===== config.mk =====
export PLATFORM = sky130hd
export DESIGN_NAME = sargantana_icache_ifill_responder
export DESIGN_NICKNAME = d
export VERILOG_FILES = /design/src/rtl/sargantana_icache_pkg.sv /design/src/rtl/sargantana_ifill_inv_fifo.sv /design/src/rtl/sargantana_icache_ifill_responder.sv
export SDC_FILE = /design/constraint.sdc
export NUM_CORES = 1
export LEC_CHECK = 0
export CAP_MARGIN = 5
export CORE_UTILIZATION = 39
export DETAILED_ROUTE_END_ITERATION = 7
export DONT_BUFFER_PORTS = 1
export PLACE_DENSITY = 0.61
export SLEW_MARGIN = 40
export SYNTH_ARGS = -nofsm -noshare
export SYNTH_HDL_FRONTEND = slang
export SYNTH_HIERARCHICAL = 1
export SYNTH_SLANG_ARGS = --single-unit

===== constraint.sdc =====
create_clock -name clk_i -period 4.99 [get_ports clk_i]
set_clock_uncertainty 0.2 [all_clocks]
set_input_delay 0.2495 -clock clk_i [delete_from_list [all_inputs] [get_ports clk_i]]
set_output_delay 0.2495 -clock clk_i [all_outputs]
set_load 0.01 [all_outputs]

===== src/rtl/sargantana_icache_pkg.sv =====
// Shared types and defaults for the icache iFill interface and its far-end responder.
package sargantana_icache_pkg;

   localparam int unsigned LINE_WIDTH          = 128;
   localparam int unsigned MEM_DATA_WIDTH      = 32;
   localparam int unsigned PADDR_WIDTH         = 40;
   localparam int unsigned INV_FIFO_DEPTH      = 4;
   localparam int unsigned ICACHE_N_WAY        = 4;
   localparam int unsigned ICACHE_WAY_WIDTH    = $clog2(ICACHE_N_WAY);
   localparam int unsigned ICACHE_OFFSET_WIDTH = $clog2(LINE_WIDTH / 8);

   // Line-fill request issued by the icache.
   typedef struct packed {
      logic                        valid;
      logic [PADDR_WIDTH-1:0]      paddr;
      logic [ICACHE_WAY_WIDTH-1:0] way;
   } ifill_req_o_t;

   // Invalidation sideband carried on the fill response channel.
   typedef struct packed {
      logic                   valid;
      logic [PADDR_WIDTH-1:0] paddr;
   } ifill_inv_t;

   // Fill response returned to the icache; ack is not produced by this responder.
   typedef struct packed {
      logic                  valid;
      logic                  ack;
      logic [LINE_WIDTH-1:0] data;
      ifill_inv_t            inv;
   } ifill_resp_i_t;

   // Responder FSM states.
   typedef enum logic [1:0] {
      S_IDLE     = 2'd0,
      S_MEM_REQ  = 2'd1,
      S_MEM_DATA = 2'd2,
      S_RESP     = 2'd3
   } ifill_rsp_state_t;

   // One pending L2 invalidation.
   typedef struct packed {
      logic [PADDR_WIDTH-1:0] paddr;
   } inv_entry_t;

   // Clear the byte-offset bits so the address points at the start of the line.
   function automatic logic [PADDR_WIDTH-1:0] line_align(input logic [PADDR_WIDTH-1:0] paddr);
      line_align = {paddr[PADDR_WIDTH-1:ICACHE_OFFSET_WIDTH], {ICACHE_OFFSET_WIDTH{1'b0}}};
   endfunction

endpackage


===== src/rtl/sargantana_ifill_inv_fifo.sv =====
// Small synchronous FIFO buffering L2 invalidations until the responder is idle.
// Pushes while full are dropped; push and pop in the same cycle both take effect.
module sargantana_ifill_inv_fifo #(
   parameter int unsigned DEPTH = 4,
   parameter int unsigned WIDTH = 40
) (
   input  logic             clk_i,
   input  logic             rstn_i,
   input  logic             push_i,
   input  logic [WIDTH-1:0] wdata_i,
   input  logic             pop_i,
   output logic [WIDTH-1:0] rdata_o,
   output logic             full_o,
   output logic             empty_o
);

   localparam int unsigned PTR_W = $clog2(DEPTH);
   localparam logic [PTR_W:0] FULL_COUNT = (PTR_W + 1)'(DEPTH);

   logic [WIDTH-1:0] mem_q [DEPTH];
   logic [PTR_W-1:0] wr_ptr_q;
   logic [PTR_W-1:0] rd_ptr_q;
   logic [PTR_W:0]   count_q;
   logic             do_push;
   logic             do_pop;

   assign full_o  = (count_q == FULL_COUNT);
   assign empty_o = (count_q == '0);
   assign do_push = push_i & ~full_o;
   assign do_pop  = pop_i & ~empty_o;
   assign rdata_o = mem_q[rd_ptr_q];

   // Pointer and occupancy tracking; pointers wrap naturally since DEPTH is a power of 2.
   always_ff @(posedge clk_i or negedge rstn_i) begin
      if (!rstn_i) begin
         wr_ptr_q <= '0;
         rd_ptr_q <= '0;
         count_q  <= '0;
      end else begin
         if (do_push) begin
            wr_ptr_q <= wr_ptr_q + 1'b1;
         end
         if (do_pop) begin
            rd_ptr_q <= rd_ptr_q + 1'b1;
         end
         case ({do_push, do_pop})
            2'b10:   count_q <= count_q + 1'b1;
            2'b01:   count_q <= count_q - 1'b1;
            default: count_q <= count_q;
         endcase
      end
   end

   // Entry storage; contents are only observed while the FIFO is non-empty.
   always_ff @(posedge clk_i) begin
      if (do_push) begin
         mem_q[wr_ptr_q] <= wdata_i;
      end
   end

endmodule


===== src/rtl/sargantana_icache_ifill_responder.sv =====
// Far end of the icache iFill interface: fetches a line over a narrow memory port,
// returns it as a single response beat, and injects buffered L2 invalidations into
// the same response channel whenever no fill is in progress.
module sargantana_icache_ifill_responder #(
   parameter int unsigned LINE_WIDTH     = sargantana_icache_pkg::LINE_WIDTH,
   parameter int unsigned MEM_DATA_WIDTH = sargantana_icache_pkg::MEM_DATA_WIDTH,
   parameter int unsigned PADDR_WIDTH    = sargantana_icache_pkg::PADDR_WIDTH,
   parameter int unsigned INV_FIFO_DEPTH = sargantana_icache_pkg::INV_FIFO_DEPTH
) (
   input  logic                                 clk_i,
   input  logic                                 rstn_i,
   input  sargantana_icache_pkg::ifill_req_o_t  ifill_req_i,
   output sargantana_icache_pkg::ifill_resp_i_t ifill_resp_o,
   output logic                                 mem_req_valid_o,
   input  logic                                 mem_req_ready_i,
   output logic [PADDR_WIDTH-1:0]               mem_req_addr_o,
   input  logic                                 mem_resp_valid_i,
   input  logic [MEM_DATA_WIDTH-1:0]            mem_resp_data_i,
   input  logic                                 inv_valid_i,
   input  logic [PADDR_WIDTH-1:0]               inv_paddr_i,
   output logic                                 inv_ready_o,
   output logic                                 busy_o
);

   import sargantana_icache_pkg::*;

   localparam int unsigned N_BEATS = LINE_WIDTH / MEM_DATA_WIDTH;
   localparam int unsigned CNT_W   = $clog2(N_BEATS);
   localparam logic [CNT_W-1:0] LAST_BEAT = CNT_W'(N_BEATS - 1);

   ifill_rsp_state_t        state_q;
   ifill_rsp_state_t        state_d;
   logic [PADDR_WIDTH-1:0]  addr_q;
   logic [PADDR_WIDTH-1:0]  addr_d;
   logic [CNT_W-1:0]        cnt_q;
   logic [LINE_WIDTH-1:0]   line_q;
   logic                    beat_fire;

   inv_entry_t              fifo_wdata;
   inv_entry_t              fifo_rdata;
   logic                    fifo_push;
   logic                    fifo_pop;
   logic                    fifo_full;
   logic                    fifo_empty;

   // The way is tracked by the icache itself; the responder does not need it.
   logic                    req_way_unused;
   assign req_way_unused = ^ifill_req_i.way;

   assign fifo_wdata.paddr = inv_paddr_i;
   assign fifo_push        = inv_valid_i & inv_ready_o;
   assign inv_ready_o      = ~fifo_full;
   assign busy_o           = (state_q != S_IDLE);
   assign mem_req_addr_o   = addr_q;
   assign beat_fire        = (state_q == S_MEM_DATA) & mem_resp_valid_i;

   sargantana_ifill_inv_fifo #(
      .DEPTH (INV_FIFO_DEPTH),
      .WIDTH ($bits(inv_entry_t))
   ) u_inv_fifo (
      .clk_i   (clk_i),
      .rstn_i  (rstn_i),
      .push_i  (fifo_push),
      .wdata_i (fifo_wdata),
      .pop_i   (fifo_pop),
      .rdata_o (fifo_rdata),
      .full_o  (fifo_full),
      .empty_o (fifo_empty)
   );

   // FSM state and latched line address.
   always_ff @(posedge clk_i or negedge rstn_i) begin
      if (!rstn_i) begin
         state_q <= S_IDLE;
         addr_q  <= '0;
      end else begin
         state_q <= state_d;
         addr_q  <= addr_d;
      end
   end

   // Beat counter and line assembly; beats outside MEM_DATA are ignored.
   always_ff @(posedge clk_i or negedge rstn_i) begin
      if (!rstn_i) begin
         cnt_q  <= '0;
         line_q <= '0;
      end else if (beat_fire) begin
         line_q[cnt_q*MEM_DATA_WIDTH +: MEM_DATA_WIDTH] <= mem_resp_data_i;
         cnt_q <= (cnt_q == LAST_BEAT) ? '0 : cnt_q + 1'b1;
      end
   end

   // Next-state and response generation; pending invalidations win over new fills in IDLE.
   always_comb begin
      state_d         = state_q;
      addr_d          = addr_q;
      fifo_pop        = 1'b0;
      mem_req_valid_o = 1'b0;
      ifill_resp_o    = '0;

      case (state_q)
         S_IDLE: begin
            if (!fifo_empty) begin
               fifo_pop                 = 1'b1;
               ifill_resp_o.valid       = 1'b1;
               ifill_resp_o.inv.valid   = 1'b1;
               ifill_resp_o.inv.paddr   = fifo_rdata.paddr;
            end else if (ifill_req_i.valid) begin
               addr_d  = line_align(ifill_req_i.paddr);
               state_d = S_MEM_REQ;
            end
         end
         S_MEM_REQ: begin
            mem_req_valid_o = 1'b1;
            if (mem_req_ready_i) begin
               state_d = S_MEM_DATA;
            end
         end
         S_MEM_DATA: begin
            if (mem_resp_valid_i && (cnt_q == LAST_BEAT)) begin
               state_d = S_RESP;
            end
         end
         S_RESP: begin
            ifill_resp_o.valid = 1'b1;
            ifill_resp_o.data  = line_q;
            state_d            = S_IDLE;
         end
         default: begin
            state_d = S_IDLE;
         end
      endcase
   end

endmodule


# == After elaboration in Yosys (flattened, before gate mapping) ==
# Memories as Yosys holds them, arrays and structs flattened.
# Index checks and enable logic that the tools add are counted.
# word_totals
ff_bits,175
memories,1
ramBits,160
output_inout_bits,214
# mem_list
name,depth,width,read_ports,rd_clocked_by_memory_dff,wr,line,rtl
u_inv_fifo.mem_q,4,40,1,0,1,sargantana_ifill_inv_fifo.sv:20,logic [WIDTH-1:0] mem_q [DEPTH];
# classes
addsub,6
n_reduce_logical,7
n_eq_ne,11
n_mux,17
shift,2
bitwise_logic,6
# op_table
op,count
$bwmux W128,1
$mux W128,1
$shift A32 B34 Y128 const A,1
$shiftx A32 B34 Y128,1
$mux W41,2
$neg A7 Y34,1
$mux W2,5
$eq A2 B2 Y1 const B,4
$pmux W2 S4,1
$add A2 B1 Y2 const B,3
$ne A2 B2 Y1 const B,3
$pmux W3 S2,1
$mux W1,5
$and A1 B1 Y1,4
$eq A2 B1 Y1 const B,2
$reduce_and A4 Y1,1
$reduce_bool A2 Y1,2
$add A3 B1 Y3 const B,1
$eq A3 B3 Y1 const B,1
$logic_not A3 Y1,1
$reduce_and A3 Y1,1
$sub A3 B1 Y3 const B,1
$logic_not A2 Y1,1
$ne A2 B1 Y1 const B,1
other kinds (3),4

# == Logic depth before layout (Yosys ltp) ==
# depth
depth_word,6
mapped_depth,11
mapped_depth_nobuf,10

# == By module ==
# Netlist, hierarchy kept.
# modules_own_cells
module,cells_per_inst,area_per_inst_um2,instances
sargantana_icache_ifill_responder,595,7455.9,1
sargantana_ifill_inv_fifo,247,6249.7,1

# == Least setup slack after synthesis ==
# No wires, ideal clock.
# synth_timing
path_kind,register to register
start,register state_q[0]
end,register u_inv_fifo.count_q[2]
arrival_time_ns,2.452
setup_slack_ns,2.258
required_ns,4.711
n_path_buf,1
setup_time_ns,0.079
path_stages_with_launch,12
cell_sequence,dfrtp_1 -> inv_1 -> ha_1 -> nor2b_1 -> clkbuf_1 -> o31a_1 -> ha_1 -> inv_1 -> fa_1 -> xor2_1 -> nor2_1 -> xor2_1
# synth_via
elab_chain_len,5
elab_cells_between_ends,7
# synth_rtl
item,line,rtl
from (decl),sargantana_icache_ifill_responder.sv:31,ifill_rsp_state_t state_q;
from (signal assigned),sargantana_icache_ifill_responder.sv:77,state_q <= state_d;
$logic_not A2 Y1 (*),sargantana_icache_ifill_responder.sv:101,case (state_q)
$mux W1 (*),sargantana_icache_ifill_responder.sv:101,
net fifo_pop,sargantana_icache_ifill_responder.sv:42,logic fifo_pop;
$and A1 B1 Y1 (*),sargantana_ifill_inv_fifo.sv:30,assign do_pop = pop_i & ~empty_o;
net u_inv_fifo.do_pop,sargantana_ifill_inv_fifo.sv:25,logic do_pop;
$eq A2 B1 Y1 / $eq A2 B2 Y1 (equally long branches),sargantana_ifill_inv_fifo.sv:46,"case ({do_push, do_pop})"
$pmux W3 S2 / $reduce_bool A2 Y1 (equally long branches),--,
to (signal assigned),sargantana_ifill_inv_fifo.sv:47,2'b10: count_q <= count_q + 1'b1;
to (signal assigned),sargantana_ifill_inv_fifo.sv:48,2'b01: count_q <= count_q - 1'b1;
to (signal assigned),sargantana_ifill_inv_fifo.sv:49,default: count_q <= count_q;
to (decl),sargantana_ifill_inv_fifo.sv:23,logic [PTR_W:0] count_q;
# The timed path passes the listed nets; every way through them passes the cells marked *.
# A chain may end at the register's enable or synchronous reset.

# == Final worst setup path ==
# layout_timing
start,register state_q[0]
end,register u_inv_fifo.count_q[2]
# layout_via
elab_chain_len,5
elab_cells_between_ends,7
# layout_rtl
item,line
$logic_not A2 Y1 (*),sargantana_icache_ifill_responder.sv:101
$mux W1 (*),sargantana_icache_ifill_responder.sv:101
$and A1 B1 Y1 (*),sargantana_ifill_inv_fifo.sv:30
net u_inv_fifo.do_pop,sargantana_ifill_inv_fifo.sv:25
$eq A2 B1 Y1 / $eq A2 B2 Y1 (equally long branches),sargantana_ifill_inv_fifo.sv:46
$pmux W3 S2 / $reduce_bool A2 Y1 (equally long branches),--
# Marked as above.

==> flow_summary.toml <==
[floorplanning]
core_mm2 = 0.0345
chipWidth_um = 189
io_pins = 334
std_cell_rows = 68
dieHeight_um = 189
dieArea_mm2 = 0.0359
floorplan.initialDensity = 0.397

[timing]
final_hold_viol_count = 0
max-slew-margin-rel = 0.509
postLayoutSetupSlackWorst_ps = 1750
rsz_0062_raised_after_global_routing = "no"
count_of_pins_over_their_slew_limit = 0
report.final.setup_viol = 0
timing.setup.tns_ps = 0
share_of_the_clock_period_used_by_the_worst_path_after_layout = 0.648
worst_margin_pin_slew_ps = 730
fmax_mhz = 309
final_period_minus_worst_setup_slack_ps = 3240

[route]
avgRoutedWirePerCell_um = 23.1
drc = 0
detail_route.vias_per_cell = 5.39
antenna_viol_nets_final = 0
wl_um = 33200
detailedRoute.firstIterationViolations = 371
drtPass1Iterations = 4
routed-via-count = 7723

[yosys]
netlist_top_cells_count = "sky130_fd_sc_hd__dfrtp_1 (175), sky130_fd_sc_hd__and2_1 (172), sky130_fd_sc_hd__edfxtp_1 (160)"
yosys-top-cells-area = "sky130_fd_sc_hd__edfxtp_1 (35%), sky130_fd_sc_hd__dfrtp_1 (32%), sky130_fd_sc_hd__a22o_1 (8.2%)"
asr_flop_ratio_synth = 0.522
synth_cell_type_count = 40
synth.avg_cell_area_um2 = 16.3
synth_sequential_area_ratio = 0.670
netlist.top_cell.by_area = "sky130_fd_sc_hd__edfxtp_1"
synthDominantCellAreaShare = 0.351
synthMostInstantiatedCell = "sky130_fd_sc_hd__dfrtp_1"
syn-cell-area_mm2 = 0.0137
synth-seq-cells = 335
synthesis.instances = 842
synth_edf_count = 160
yosysWarnings = 6
ys_dominant_reg_cell = "sky130_fd_sc_hd__dfrtp_1"

[critical_path]
crit_cells = 11
cp_top_family = "adder cells"
worst_reg_to_reg_cells = 11
critical_path_class = "register to register"
endpoint_kind = "register"
cp_cell_sequence = "inv_1, ha_1, nor2b_4, buf_4, o31a_1, ha_1, inv_1, fa_1, xor2_1, nor2_1, xor2_1"
timing.critical_path.from = "state_q[0]"
timing.critical_path.required_ps = 5240
worstReg2RegStart = "state_q[0]"
critical_path.max_stage_delay_ps = 450
timing.reg2reg.setup_slack_ps = 1750
timing.critical_path.fanout_max = 42
cp.buffers_inverters = 3
worst_ep_arrival_time_ps = 3490
critPathLaunchType = "register"
standard_cell_with_the_maximum_stage_delay_on_the_critical_path = "sky130_fd_sc_hd__buf_4"

[cells_and_area]
ant_diodes = 0
final_net_count = 1092
synthToLayoutAreaGrowth_pct = 19.5
fin_util = 0.474
final.fill_count = 2935
drive_gt1_frac = 0.170

[hold_path]
worst_hold_path_type = "input pin to register"
hp-start = "mem_resp_valid_i"
whs_path_depth = 2

[power_and_ir_drop]
ir_drop_mv = 0.356
p_leak_nw = 6.58
total_power_density_per_cell_area_mw_per_mm2 = 577
total_power_mw = 9.46

[global_routing]
antenna_found_initial = 0
grt_first_pass_wirelength_um = 50100
via_count_of_the_first_global_routing_pass = 8144
grt_max_degree = 176
grt_util_overall = 0.184
globalRouteOverflowTotal = 0

[clock_network]
cts_made_buffers = 37
clock_tree_from_tritoncts = "built"
root_buffer = "sky130_fd_sc_hd__clkbuf_16"
postCtsSetupRepairBufs = 0
cts_buffer_depth = 3
cts_num_sinks = 335
clk-insertion-delay-late_ps = 530
cts.clk_slew.worst_paths_ps = 60
htreeDepth = 2

[outcome]
run_status = "finished clean"

[placed_design]
globalplace.congestion = 0.808
dp_hpwl_um = 20400
port_buffers = 0
place_worst_setup_slack_ps = 1670

[job]
max_cap_violations = 0
layer usage:
layer,vias to the layer above,global-route usage,wire (µm)
met5,-,0,0
met4,0,0.0670,848
met3,51,0.0534,2410
met2,287,0.313,16700
met1,4039,0.222,13300
li1,3346,-,-
cell type report:
cell class              count  area, µm²  area share
repair buffers            132       1340      0.0816
multi-input cells         439       4140       0.253
clock inverters            11        118     0.00718
well taps                 455        569      0.0348
inverters                  12       45.0     0.00275
clock buffers              50        985      0.0601
flip-flops and latches    335       9190       0.561
state kept, by name, indices dropped and copies added (netlist names):
register	count
u_inv_fifo/wr_ptr_q	2
u_inv_fifo/mem_q	160
line_q	128
cnt_q	2
u_inv_fifo/count_q	3
state_q	2
mem_req_addr_o	36
u_inv_fifo/rd_ptr_q	2
through the flow:
stage	hold slack, ps	cells	area, µm²
final	42.0	1434	16400
after global placement	-242	1255	14000
after floorplan	-246	846	13700
after detailed placement	-242	1257	14100
after CTS	27.9	1433	16400
after global routing	46.7	1434	16400
placed cells by master, fill, tap and decap left out, drive strengths merged, types with 2 or more instances in the layout:
cell	instances
xor2	3
ha	14
a22o	128
edfxtp	160
dlygate4sd3	114
nor2	5
clkinv	5
dfrtp	175
buf	18
clkbuf	50
mux4	40
clkinvlp	2
inv	15
mux2	40
nand3b	2
nor4	3
nor3	3
conb	5
nor2b	4
xnor2	3
nand2	5
nand3	5
and2	172
repair_timing:
item / CTS / global route
resized for setup: 0 / 0
hold endpoints to repair: 504 / 0
hold buffers: 115 / 0
kinds of logic after synthesis:
| group | Yosys count | synth area share |
|---|---|---|
| multiplexers | 81 | 0.0999 |
| buffers and inverters | 72 | 0.0314 |
| adder cells (fa/ha/maj) | 15 | 0.0142 |
| AO/OA/AOI/OAI | 131 | 0.0838 |
| flip-flops | 335 | 0.670 |
| AND/OR/NAND/NOR | 201 | 0.0965 |
| other | 1 | 0.000274 |
| XOR/XNOR | 6 | 0.00383 |
path summary, 6_finish.rpt:
| check | end |
|---|---|
| min | line_q[123] |
| min in group asynchronous | line_q[94] |
| max reg2reg | u_inv_fifo/count_q[2] |
| max | u_inv_fifo/count_q[2] |
| min reg2reg | line_q[43] |
| max in group asynchronous | mem_req_addr_o[16] |
report_power, final:
part           switching [mW]  internal, mW  total (mW)  leakage [nW]
logic                    1.37          1.20        2.57          2.25
clock network            1.07          1.44        2.52         0.529
registers               0.547          3.82        4.37          3.80
total                    2.99          6.47        9.46          6.58
Note: power is estimated with default switching activity, not from simulation.
